--- config.mk ---
export PLATFORM = sky130hd
export DESIGN_NAME = data_mem_access_unit
export DESIGN_NICKNAME = d
export VERILOG_FILES = /design/src/rtl/data_mem_access_unit.sv
export SDC_FILE = /design/constraint.sdc
export NUM_CORES = 1
export LEC_CHECK = 0
export ABC_AREA = 1
export CORE_UTILIZATION = 45
export DETAILED_ROUTE_END_ITERATION = 8
export HOLD_SLACK_MARGIN = 0.02
export PLACE_DENSITY = 0.89
export RECOVER_POWER = 50
export SYNTH_ARGS = -nofsm -noshare
export SYNTH_HDL_FRONTEND = slang
export SYNTH_SLANG_ARGS = --single-unit
--- constraint.sdc ---
create_clock -name CLK -period 3.9 [get_ports CLK]
set_input_delay 0.78 -clock CLK [delete_from_list [all_inputs] [get_ports CLK]]
set_output_delay 0.78 -clock CLK [all_outputs]
set_load 0.01 [all_outputs]
--- src/rtl/data_mem_access_unit.sv ---
// MEM-stage load/store sequencer: turns RV32 byte/half/word accesses into word-wide
// data-memory requests with byte enables and load extension. Optional macro: MISALIGN_TRAP_EN.
module data_mem_access_unit #(
    parameter int ADDR_W = 30
) (
    input  logic              CLK,
    input  logic              RESET,
    input  logic [3:0]        MEM_READ,
    input  logic [2:0]        MEM_WRITE,
    input  logic [31:0]       ADDRESS,
    input  logic [31:0]       WRITE_DATA,
    output logic [31:0]       READ_DATA,
    output logic              BUSY_WAIT,
    output logic              MISALIGNED,
    output logic [ADDR_W-1:0] DM_ADDR,
    output logic [31:0]       DM_WRDATA,
    output logic [3:0]        DM_BYTE_EN,
    output logic              DM_READ,
    output logic              DM_WRITE,
    input  logic [31:0]       DM_RDDATA,
    input  logic              DM_ACK,
    output logic [1:0]        o_dbg_state
);

    // Memory handshake: DM_READ/DM_WRITE rise with address, data and enables already
    // stable, all of which are held until the single-cycle DM_ACK strobe is seen.
    typedef enum logic [1:0] {
        S_IDLE    = 2'd0,
        S_RD_WAIT = 2'd1,
        S_WR_WAIT = 2'd2,
        S_DONE    = 2'd3
    } state_t;

    localparam logic [1:0] SZ_B = 2'd0;
    localparam logic [1:0] SZ_H = 2'd1;
    localparam logic [1:0] SZ_W = 2'd2;

    state_t            r_state;
    logic [ADDR_W-1:0] r_dm_addr;
    logic [31:0]       r_dm_wrdata;
    logic [3:0]        r_dm_byte_en;
    logic              r_dm_read;
    logic              r_dm_write;
    logic [31:0]       r_read_data;
    logic              r_misaligned;
    logic [2:0]        r_ld_funct3;
    logic [1:0]        r_ld_lane;

    logic              w_ld_req;
    logic              w_st_req;
    logic [1:0]        w_size;
    logic [3:0]        w_byte_en;
    logic [31:0]       w_st_data;
    logic              w_misaligned;
    logic [7:0]        w_ld_byte;
    logic [15:0]       w_ld_half;
    logic [31:0]       w_ld_result;

    // A load takes priority when both enables are raised in the same cycle.
    assign w_ld_req = MEM_READ[3];
    assign w_st_req = MEM_WRITE[2] & ~MEM_READ[3];

    always_comb begin
        w_size = SZ_W;
        if (w_ld_req) begin
            case (MEM_READ[1:0])
                2'b00:   w_size = SZ_B;
                2'b01:   w_size = SZ_H;
                default: w_size = SZ_W;
            endcase
        end else begin
            case (MEM_WRITE[1:0])
                2'b00:   w_size = SZ_B;
                2'b01:   w_size = SZ_H;
                default: w_size = SZ_W;
            endcase
        end
    end

    always_comb begin
        w_byte_en = 4'b1111;
        w_st_data = WRITE_DATA;
        case (w_size)
            SZ_B: begin
                w_byte_en = 4'b0001 << ADDRESS[1:0];
                w_st_data = {4{WRITE_DATA[7:0]}};
            end
            SZ_H: begin
                w_byte_en = ADDRESS[1] ? 4'b1100 : 4'b0011;
                w_st_data = {2{WRITE_DATA[15:0]}};
            end
            default: begin
                w_byte_en = 4'b1111;
                w_st_data = WRITE_DATA;
            end
        endcase
    end

`ifdef MISALIGN_TRAP_EN
    assign w_misaligned = ((w_size == SZ_H) && ADDRESS[0]) ||
                          ((w_size == SZ_W) && (ADDRESS[1:0] != 2'b00));
`else
    assign w_misaligned = 1'b0;
`endif

    // Lane select and extension use the address/funct3 captured when the load was issued.
    always_comb begin
        w_ld_byte   = 8'h00;
        w_ld_half   = r_ld_lane[1] ? DM_RDDATA[31:16] : DM_RDDATA[15:0];
        w_ld_result = DM_RDDATA;
        case (r_ld_lane)
            2'd0:    w_ld_byte = DM_RDDATA[7:0];
            2'd1:    w_ld_byte = DM_RDDATA[15:8];
            2'd2:    w_ld_byte = DM_RDDATA[23:16];
            default: w_ld_byte = DM_RDDATA[31:24];
        endcase
        case (r_ld_funct3[1:0])
            2'b00:   w_ld_result = r_ld_funct3[2] ? {24'h0, w_ld_byte}
                                                  : {{24{w_ld_byte[7]}}, w_ld_byte};
            2'b01:   w_ld_result = r_ld_funct3[2] ? {16'h0, w_ld_half}
                                                  : {{16{w_ld_half[15]}}, w_ld_half};
            default: w_ld_result = DM_RDDATA;
        endcase
    end

    always_ff @(posedge CLK) begin
        if (RESET) begin
            r_state      <= S_IDLE;
            r_dm_addr    <= '0;
            r_dm_wrdata  <= '0;
            r_dm_byte_en <= '0;
            r_dm_read    <= 1'b0;
            r_dm_write   <= 1'b0;
            r_read_data  <= '0;
            r_misaligned <= 1'b0;
            r_ld_funct3  <= '0;
            r_ld_lane    <= '0;
        end else begin
            case (r_state)
                S_IDLE: begin
                    if ((w_ld_req || w_st_req) && w_misaligned) begin
                        r_misaligned <= 1'b1;
                        r_state      <= S_DONE;
                    end else if (w_ld_req) begin
                        r_dm_addr    <= ADDRESS[ADDR_W+1:2];
                        r_dm_byte_en <= w_byte_en;
                        r_dm_read    <= 1'b1;
                        r_ld_funct3  <= MEM_READ[2:0];
                        r_ld_lane    <= ADDRESS[1:0];
                        r_state      <= S_RD_WAIT;
                    end else if (w_st_req) begin
                        r_dm_addr    <= ADDRESS[ADDR_W+1:2];
                        r_dm_byte_en <= w_byte_en;
                        r_dm_wrdata  <= w_st_data;
                        r_dm_write   <= 1'b1;
                        r_state      <= S_WR_WAIT;
                    end
                end
                S_RD_WAIT: begin
                    if (DM_ACK) begin
                        r_dm_read   <= 1'b0;
                        r_read_data <= w_ld_result;
                        r_state     <= S_DONE;
                    end
                end
                S_WR_WAIT: begin
                    if (DM_ACK) begin
                        r_dm_write <= 1'b0;
                        r_state    <= S_DONE;
                    end
                end
                default: begin
                    r_misaligned <= 1'b0;
                    r_state      <= S_IDLE;
                end
            endcase
        end
    end

    assign BUSY_WAIT   = (r_state == S_RD_WAIT) || (r_state == S_WR_WAIT) ||
                         ((r_state == S_IDLE) && (MEM_READ[3] || MEM_WRITE[2]));
    assign READ_DATA   = r_read_data;
    assign MISALIGNED  = r_misaligned;
    assign DM_ADDR     = r_dm_addr;
    assign DM_WRDATA   = r_dm_wrdata;
    assign DM_BYTE_EN  = r_dm_byte_en;
    assign DM_READ     = r_dm_read;
    assign DM_WRITE    = r_dm_write;
    assign o_dbg_state = r_state;

endmodule

==> impl_metrics.tcl, run 1 <==
set metrics [dict create \
    status "complete, no violations" \
    postPlaceCellArea_mm2 0.00721 \
    hold_path.class "reg2reg" \
    ant_nets 0 \
    avgSynthCellArea_um2 7.00 \
    overflow 0 \
    netlist_area_mm2 0.00519 \
    grtUsageMet3_pct 5.33 \
    io_pins 210 \
    multi_input_comb_area_mm2 0.00253 \
    postSynthCellCount 741 \
    arrival_ns 2.35 \
    syn-num-nets 851 \
    total_power_mw 4.48 \
    num_vias 5379 \
    cts_setup_buffers 0 \
    crit_path_top_delay_cell "dlygate4sd3_1" \
    area_growth_pct 45.2 \
    fill_cells 943 \
    crit_type "in2out" \
    viasPerCell 5.06 \
    synth.distinct_cells 35 \
    p_leak_nw 3.67 \
    area.sequential_mm2 0.00214 \
    cts_buffers 9 \
    drt_iter0_drc 443 \
    wl_per_cell_um 14.9 \
    cts.sinks 107 \
    rsz0062_at_grt "no" \
    r2r-end "DM_WRDATA[12]$_SDFFE_PP0P_" \
    busiest_layer "met2" \
    min_from "DM_BYTE_EN[1]$_SDFFE_PP0P_" \
    setup_tns_ns 0 \
    grt_pass1_vias 4834 \
    clkTransAtPathRegs_ns 0.07 \
    path_cells "dlygate4sd3_1 -> inv_2 -> nand2_1 -> nand2_2 -> nand2_1 -> clkdlybuf4s50_1" \
    drv_cap 0 \
    drtPass1Iterations 5 \
    period_needed_ns 3.13 \
    setup_viol 0 \
    ys_seq_elements 107 \
    cp-start-kind "input pin" \
    start_util_pct 47.0 \
    regToRegSetupSlack_ns 1.52 \
    drcViolationCount 0 \
    worstPathMaxFanout 7 \
    cts_max_level 3 \
    async_flop_share_pct 0 \
    cts_tree "yes" \
    period_share_pct 80.2 \
    use_met2_pct 41.9 \
    crit_top_cell "nand2_1" \
    fin_area_mm2 0.00753 \
    fmax_mhz 320 \
    dieArea_mm2 0.0120 \
    end_kind "output port" \
    portBuffers 208 \
    grt_max_degree 48 \
    cts_resized 0 \
    synth-edff-count 0 \
    dpl.hpwl_um 11500 \
    hold_depth 2 \
    antenna_cells 0 \
    design.core.area_mm2 0.0110 \
    hold_violations 0 \
    critPathMaxStageDelay_ns 0.70 \
    antenna_found_initial 0 \
    fin_nets 1029 \
    drt-total-wl_um 15800 \
    grt_pass1_wl_um 24000 \
    slew_viol_final 0 \
    cp.required_ns 3.12 \
    grt_usage_pct 26.2 \
    cts_hold_buf 0 \
    rows 38 \
    whs_ns 0.460 \
    clockBufferDepth 2 \
    fin_skew_ns 0.00675 \
    clk_latency_ns 0.34 \
    drive_above_1_share_pct 7.14 \
    root_buffer "clkbuf_16" \
    slew_headroom_pct 9.98 \
    die_x_um 109 \
    finalWeightedCongestion 0.904 \
    whs_endpoint "DM_BYTE_EN[1]$_SDFFE_PP0P_" \
    ff2ff_path_depth 7 \
    ys_seq_area_share_pct 41.3 \
    yosysWarnings 0 \
    vdd_drop_max_v 0.000460 \
    use_met1_pct 34.1 \
    die_y_um 109 \
    r2r_start "o_dbg_state[0]$_SDFFE_PP0P_" \
    ys.flop_type "dfxtp_1" \
    worstMarginPinSlew_ns 1.35 \
    p_per_area_mw_per_mm2 594 \
]
## critical path: cells and delay by family
kind                   cells  cell delay [ns]
buffers and inverters      3             1.33
and+or+nand+nor            3             0.24
## sequential cells by signal (all words and copies together) (netlist names), 2 cells and up
register,cells
DM_WRDATA,32
READ_DATA,32
DM_ADDR,30
DM_BYTE_EN,4
r_ld_funct3,3
o_dbg_state,2
r_ld_lane,2
## routing by layer
layer	part of all wire (%)	up-vias
met5	0	-
li1	-	2729
met4	2.6	0
met2	47	224
met1	44	2396
met3	7.0	30
## logic make-up (layout without fill, tap and decap cells)
logic type | Yosys count | count (layout) | synth area share (%)
simple gates | 352 | 352 | 29.3
compound gates | 166 | 166 | 18.5
buf+inv | 111 | 294 | 9.96
flops | 107 | 107 | 41.3
fa+ha+maj | 4 | 4 | 0.965
other cells | 1 | 1 | 0.0723
## synth_stat cells, types with 2 or more instances
master,n,area [um2]
clkinv_2,2,10.0
buf_2,17,85.1
or2_2,7,43.8
nand2_2,6,37.5
buf_4,4,30.0
inv_1,57,214
nor2_4,2,22.5
ha_1,4,50.1
o21ai_1,4,20.0
clkbuf_1,15,56.3
nand3_4,2,35.0
nor2_1,102,383
o211a_1,8,80.1
buf_6,8,90.1
a31oi_1,8,50.1
a21oi_2,8,70.1
o21a_1,8,60.1
a21oi_1,55,275
inv_2,6,22.5
nand3_2,12,120
o211ai_1,8,60.1
nand2_1,191,717
o21ai_0,64,320
nand3_1,26,130
dfxtp_1,107,2140
## metrics by stage
step	util [%]	worst slack [ns]	cells
2_1_floorplan	-	1.69	741
3_3_place_gp	65.4	0.932	1048
3_5_place_dp	65.4	0.872	1048
4_1_cts	68.3	0.870	1064
5_1_grt	68.3	0.716	1064
6_report	68.3	0.772	1064
## placed cells by master (no fill, tap or decap), types with 2 or more instances in the layout
| master | n |
|---|---|
| a21oi_1 | 55 |
| a21oi_2 | 8 |
| a31oi_1 | 8 |
| buf_4 | 5 |
| bufinv_16 | 2 |
| clkbuf_16 | 9 |
| clkdlybuf4s50_1 | 105 |
| clkinv_2 | 2 |
| clkinv_4 | 2 |
| dfxtp_1 | 107 |
| dlygate4sd3_1 | 103 |
| ha_1 | 4 |
| inv_1 | 57 |
| inv_2 | 6 |
| inv_6 | 2 |
| nand2_1 | 192 |
| nand2_2 | 5 |
| nand3_1 | 26 |
| nand3_2 | 12 |
| nand3_4 | 2 |
| nor2_1 | 102 |
| nor2_4 | 2 |
| o211a_1 | 8 |
| o211ai_1 | 8 |
| o21a_1 | 8 |
| o21ai_0 | 64 |
| o21ai_1 | 4 |
| or2_2 | 7 |
## how the worst max path moves through the flow
stage | slack [ns] | end | from | cells past startpoint
2_1_floorplan | 1.69 | BUSY_WAIT | MEM_READ[3] | 6
3_3_place_gp | 0.93 | BUSY_WAIT | MEM_READ[3] | 6
3_5_place_dp | 0.87 | BUSY_WAIT | MEM_READ[3] | 6
4_1_cts | 0.87 | BUSY_WAIT | MEM_READ[3] | 6
5_1_grt | 0.72 | BUSY_WAIT | MEM_READ[3] | 6
6_report | 0.77 | BUSY_WAIT | MEM_READ[3] | 6
## power by group
part           total [mW]  leakage, nW  switching (mW)  internal [mW]
logic                1.95         2.63            1.12          0.832
registers            1.54        0.880           0.160           1.38
clock network       0.995        0.158           0.424          0.571
total                4.48         3.67            1.70           2.78
## cell type report
class                   count  area share, %
clock buffers              10           3.04
clock inverters             6           1.26
inverters                  65           3.27
multi-input cells         523           33.5
flip-flops and latches    107           28.4
well taps                 140           2.33
repair buffers            213           28.1
No activity file was read; power rests on OpenSTA's default activity.
==> run 2, diff against run 1 <==
--- a/config.mk
+++ b/config.mk
@@ -6,10 +6,10 @@
 export NUM_CORES = 1
 export LEC_CHECK = 0
 export ABC_AREA = 1
-export CORE_UTILIZATION = 45
+export CORE_UTILIZATION = 39
 export DETAILED_ROUTE_END_ITERATION = 8
 export HOLD_SLACK_MARGIN = 0.02
-export PLACE_DENSITY = 0.89
+export PLACE_DENSITY = 0.82
 export RECOVER_POWER = 50
 export SYNTH_ARGS = -nofsm -noshare
 export SYNTH_HDL_FRONTEND = slang
==> constraint.sdc (replaced) <==
create_clock -name CLK -period 2.8 [get_ports CLK]
set_input_delay 0.56 -clock CLK [delete_from_list [all_inputs] [get_ports CLK]]
set_output_delay 0.56 -clock CLK [all_outputs]
set_load 0.01 [all_outputs]
==> impl_metrics.tcl, run 2 (synthesized netlist as in run 1, its figures left out) <==
set metrics [dict create \
    setup_viol 0 \
    io_pins 210 \
    fin_skew_ns 0.00731 \
    seqPwrFrac_pct 34.0 \
    dieArea_mm2 0.0138 \
    cts_hold_buf 0 \
    worstMarginPinSlew_ns 0.973 \
    final_common_cell "nand2_1" \
    die_y_um 117 \
    finalWeightedCongestion 0.861 \
    p_leak_nw 3.59 \
    grt_max_degree 49 \
    antenna_cells 0 \
    cts_setup_buffers 0 \
    ff2ff_path_depth 9 \
    grt_usage_pct 22.8 \
    regToRegSetupSlack_ns 0.71 \
    period_needed_ns 2.44 \
    fmax_mhz 409 \
    drive_above_1_share_pct 7.53 \
    root_buffer "clkbuf_16" \
    status "complete, no violations" \
    grt_pass1_wl_um 25100 \
    min_from "DM_BYTE_EN[0]$_SDFFE_PP0P_" \
    arrival_ns 1.88 \
    clkTransAtPathRegs_ns 0.07 \
    portBuffers 208 \
    rsz0062_at_grt "no" \
    cts_buffers 9 \
    p_sw_mw 2.32 \
    cp.required_ns 2.24 \
    grt_pass1_vias 4690 \
    cts_tree "yes" \
    cts.sinks 107 \
    r2r_start "o_dbg_state[1]$_SDFFE_PP0P_" \
    overflow 0 \
    dpl.hpwl_um 11600 \
    switching_share_pct 36.8 \
    drcViolationCount 0 \
    hold_violations 0 \
    viasPerCell 4.87 \
    slew_headroom_pct 35.1 \
    whs_endpoint "DM_BYTE_EN[0]$_SDFFE_PP0P_" \
    design.core.area_mm2 0.0128 \
    final_cell_mix "nand2_1, clkdlybuf4s50_1, dfxtp_1" \
    drv_cap 0 \
    comb_power_share_pct 44.3 \
    fin_nets 1036 \
    drt_iter0_drc 382 \
    wl_per_cell_um 14.3 \
    cts_resized 0 \
    setup_tns_ns 0 \
    die_x_um 117 \
    crit_type "reg2out" \
    whs_ns 0.467 \
    cts_max_level 3 \
    worstPathMaxFanout 7 \
    antenna_found_initial 0 \
    slew_viol_final 0 \
    rows 41 \
    hold_path.class "reg2reg" \
    hold_depth 2 \
    drt-total-wl_um 15800 \
    crit_path_start "o_dbg_state[1]$_SDFFE_PP0P_" \
    period_share_pct 87.3 \
    clockBufferDepth 2 \
    vdd_drop_max_v 0.000632 \
    area_growth_pct 47.1 \
    p_per_area_mw_per_mm2 826 \
    num_vias 5363 \
    start_util_pct 40.6 \
    clk_latency_ns 0.35 \
    ant_nets 0 \
    cp-start-kind "register" \
    clkPwrFrac_pct 21.6 \
    intPower_mw 3.98 \
    drtPass1Iterations 5 \
    end_kind "output port" \
    r2r-end "READ_DATA[22]$_SDFFE_PP0P_" \
]
## run 2: area by class of cell
class	instances	area (um2)
clock buffers	12	256
clock inverters	2	60.1
fillers	1168	5140
inverters	65	246
multi-input cells	523	2530
flip-flops and latches	107	2140
well taps	172	215
repair buffers	220	2180
## run 2: metrics by stage
stage | area [um2] | utilization [%] | total power, mW | instances | setup slack, ns
after floorplan | 5190 | - | 3.85 | 741 | 1.02
after global placement | 7320 | 57.3 | 5.01 | 1087 | 0.385
after detailed placement | 7320 | 57.3 | 5.05 | 1087 | 0.375
after CTS | 7630 | 59.8 | 6.44 | 1101 | 0.354
after global routing | 7630 | 59.7 | 6.76 | 1101 | 0.247
final | 7630 | 59.7 | 6.30 | 1101 | 0.357
## run 2: worst max-delay path by stage
stage / slack (ns) / to
floorplan: 1.02 / BUSY_WAIT
global placement: 0.38 / BUSY_WAIT
detailed placement: 0.38 / BUSY_WAIT
CTS: 0.35 / BUSY_WAIT
global route: 0.25 / BUSY_WAIT
finish: 0.36 / BUSY_WAIT
## run 2: worst max-delay path, stage by stage, from the launching register on
cell and delay [ns]:
dfxtp_1 0.35, inv_1 0.12, ha_1 0.34, nand2_2 0.13
nand2_1 0.07, clkdlybuf4s50_1 0.52
## run 2: layer usage
layer | vias to the layer above | wire length, um | part of all wire [%] | global-route usage (%)
li1 | 2753 | - | - | -
met1 | 2377 | 7280 | 46 | 30.9
met2 | 205 | 7140 | 45 | 35.8
met3 | 28 | 986 | 6.2 | 3.40
met4 | 0 | 386 | 2.4 | 9.66
met5 | - | 0 | 0 | 0
## run 2: power by group through the flow
stage               logic [mW]  registers [mW]  clock network (mW)
floorplan                 1.54            2.31                   0
detailed placement        2.86            2.19                   0
CTS                       2.88            2.16                1.40
finish                    2.79            2.15                1.36
global placement          2.83            2.18                   0
global route              3.09            2.20                1.47
==> RTL change (settings of run 2) <==
Build with the macro `MISALIGN_TRAP_EN` defined.
--- a/src/rtl/data_mem_access_unit.sv
+++ b/src/rtl/data_mem_access_unit.sv
@@ -1,5 +1,7 @@
 // MEM-stage load/store sequencer: turns RV32 byte/half/word accesses into word-wide
 // data-memory requests with byte enables and load extension. Optional macro: MISALIGN_TRAP_EN.
+`define MISALIGN_TRAP_EN
+
 module data_mem_access_unit #(
     parameter int ADDR_W = 30
 ) (
Check against the original RTL: not equivalent (a bounded check fails within 4 cycles, from zero or initial values and one cycle with RESET high).
==> RTL change against run 2 <==
Clock skew is 0.0017 ns higher. Final area up 1.3%. Count of clock-buffer cells in the layout shrank 1. Synthesized area down 0.27%. Sequential cell count is 1 higher. Critical path type is now input pin to output port. Power down 8.0%. Core utilization rose by 0.77 points. Worst setup slack got worse by 0.20 ns. Routed wire length grew 0.75%. Critical path depth increased by 1.
==> RTL change: results (changes against run 2) <==
- Slack of the worst reg-to-reg path: 0.41 ns (was 0.71 ns)
- CP startpoint: MEM_READ[3] (was o_dbg_state[1])
- Library cells used by synthesis: 27 (was 35)
- Global routing usage summed across all routing layers: 0.235 (was 0.228)
- Mapped Cells: 772 (was 741)
- Reported leakage power: 3.63 nW (was 3.59 nW)
- First-pass GRT wire length: 25000 µm (was 25100 µm)
- Max Clock Skew: 0.00896 ns (was 0.00731 ns)
- Number of antenna violations at the first check in global routing: 1 (was 0)
- Net Count, Synth: 882 (was 851)
- Critical Path AT: 2.08 ns (was 1.88 ns)
- Post-detailed-route via-to-cell ratio: 4.99 (was 4.87)
- Proportion of layout cells with a drive suffix above 1: 0.0633 (was 0.0753)
- Wirelength per Cell: 14.0 µm (was 14.3 µm)
- Post-placement setup slack: 0.236 ns (was 0.375 ns)
- Fraction of the mapped netlist area in adder cells: 0.00967 (was 0.00965)
- Largest net degree at the start of global routing: 44 (was 49)
- Gpl congestion: 0.885 (was 0.861)
- Count of input and output buffers: 209 (was 208)
- Highest net fanout along the worst path: 3 (was 7)
- Post-synthesis compound-gate area fraction: 0.171 (was 0.185)
- Synth cell count leaders: sky130_fd_sc_hd__nand2_1, sky130_fd_sc_hd__nor2_1, sky130_fd_sc_hd__dfxtp_1 (was sky130_fd_sc_hd__nand2_1, sky130_fd_sc_hd__dfxtp_1, sky130_fd_sc_hd__nor2_1)
- Iter 0 DRT Violations: 433 (was 382)
- Drt first pass iters: 6 (was 5)
- Clock network latency to the later pin of the worst-skew pair: 0.35 ns (about the same)
- Beginning of the worst hold path: DM_READ (was DM_BYTE_EN[0])
- Outcome: completed (unchanged)
- Proportion of synthesized chip area in sequential cells: 0.418 (was 0.413)
- Worst supply voltage drop on vdd: 0.428 mV (was 0.632 mV)
- Switching power summed over all nets: 2.05 mW (was 2.32 mW)
- Post-Route Hold Slack: 0.443 ns (was 0.467 ns)
- Final-layout fill cell count: 1204 (was 1168)
- CP peak stage delay: 0.59 ns (was 0.52 ns)
- Total via count after detailed routing: 5668 (was 5363)
- Post-place instance area: 0.00740 mm² (was 0.00732 mm²)
- Via count of the first global-routing pass: 5137 (was 4690)
- Cell with the largest stage delay on the worst path: sky130_fd_sc_hd__dlygate4sd3_1 (was sky130_fd_sc_hd__clkdlybuf4s50_1)
- Slew headroom: 0.246 (was 0.351)
- Reported clock group power: 1.46 mW (was 1.36 mW)
-- RTL change: cell types whose count changed in the layout (fill, tap and decap cells not counted), sizes merged, moves of 6 or more --
cell	change
clkdlybuf4s50	-34
o211a	-8
o21ai	+25
nand2	-12
o21a	-8
nor2	+49
a221oi	+8
a31oi	-8
nand3	-6
or2	-8
dlygate4sd3	+35
nand4	+17
o211ai	-7
-- RTL change: layout make-up --
type                    count  area (µm²)  area share
repair buffers            225        2240       0.290
clock inverters             4        97.6      0.0126
well taps                 172         215      0.0278
inverters                  59         224      0.0290
flip-flops and latches    108        2160       0.280
clock buffers              11         243      0.0314
multi-input cells         557        2540       0.329
-- RTL change: final timing paths --
kind / end / cells after the start
setup / recovery: BUSY_WAIT / 6
hold reg to reg: DM_READ / 2
hold / removal: DM_READ / 2
setup reg to reg: READ_DATA[25] / 10
-- RTL change: per-layer routing --
metal,GRT usage,part of all wire
met1,0.308,0.43
met2,0.359,0.45
met3,0.0572,0.078
met4,0.122,0.035
met5,0,0
-- RTL change: logic make-up after synthesis --
group | Yosys count
simple gates | 391
compound gates | 162
flops | 108
buf+inv | 107
fa+ha+maj | 4
-- RTL change: worst reg2reg max path: stages, from the launching register on --
cell and delay [ns]:
sky130_fd_sc_hd__dfxtp_1 0.42, sky130_fd_sc_hd__inv_1 0.09, sky130_fd_sc_hd__ha_1 0.19, sky130_fd_sc_hd__nand2_1 0.06, sky130_fd_sc_hd__clkbuf_1 0.83, sky130_fd_sc_hd__inv_1 0.15, sky130_fd_sc_hd__buf_4 0.25, sky130_fd_sc_hd__nor2_1 0.13
sky130_fd_sc_hd__nor2_1 0.05, sky130_fd_sc_hd__nand2_1 0.08, sky130_fd_sc_hd__inv_1 0.04
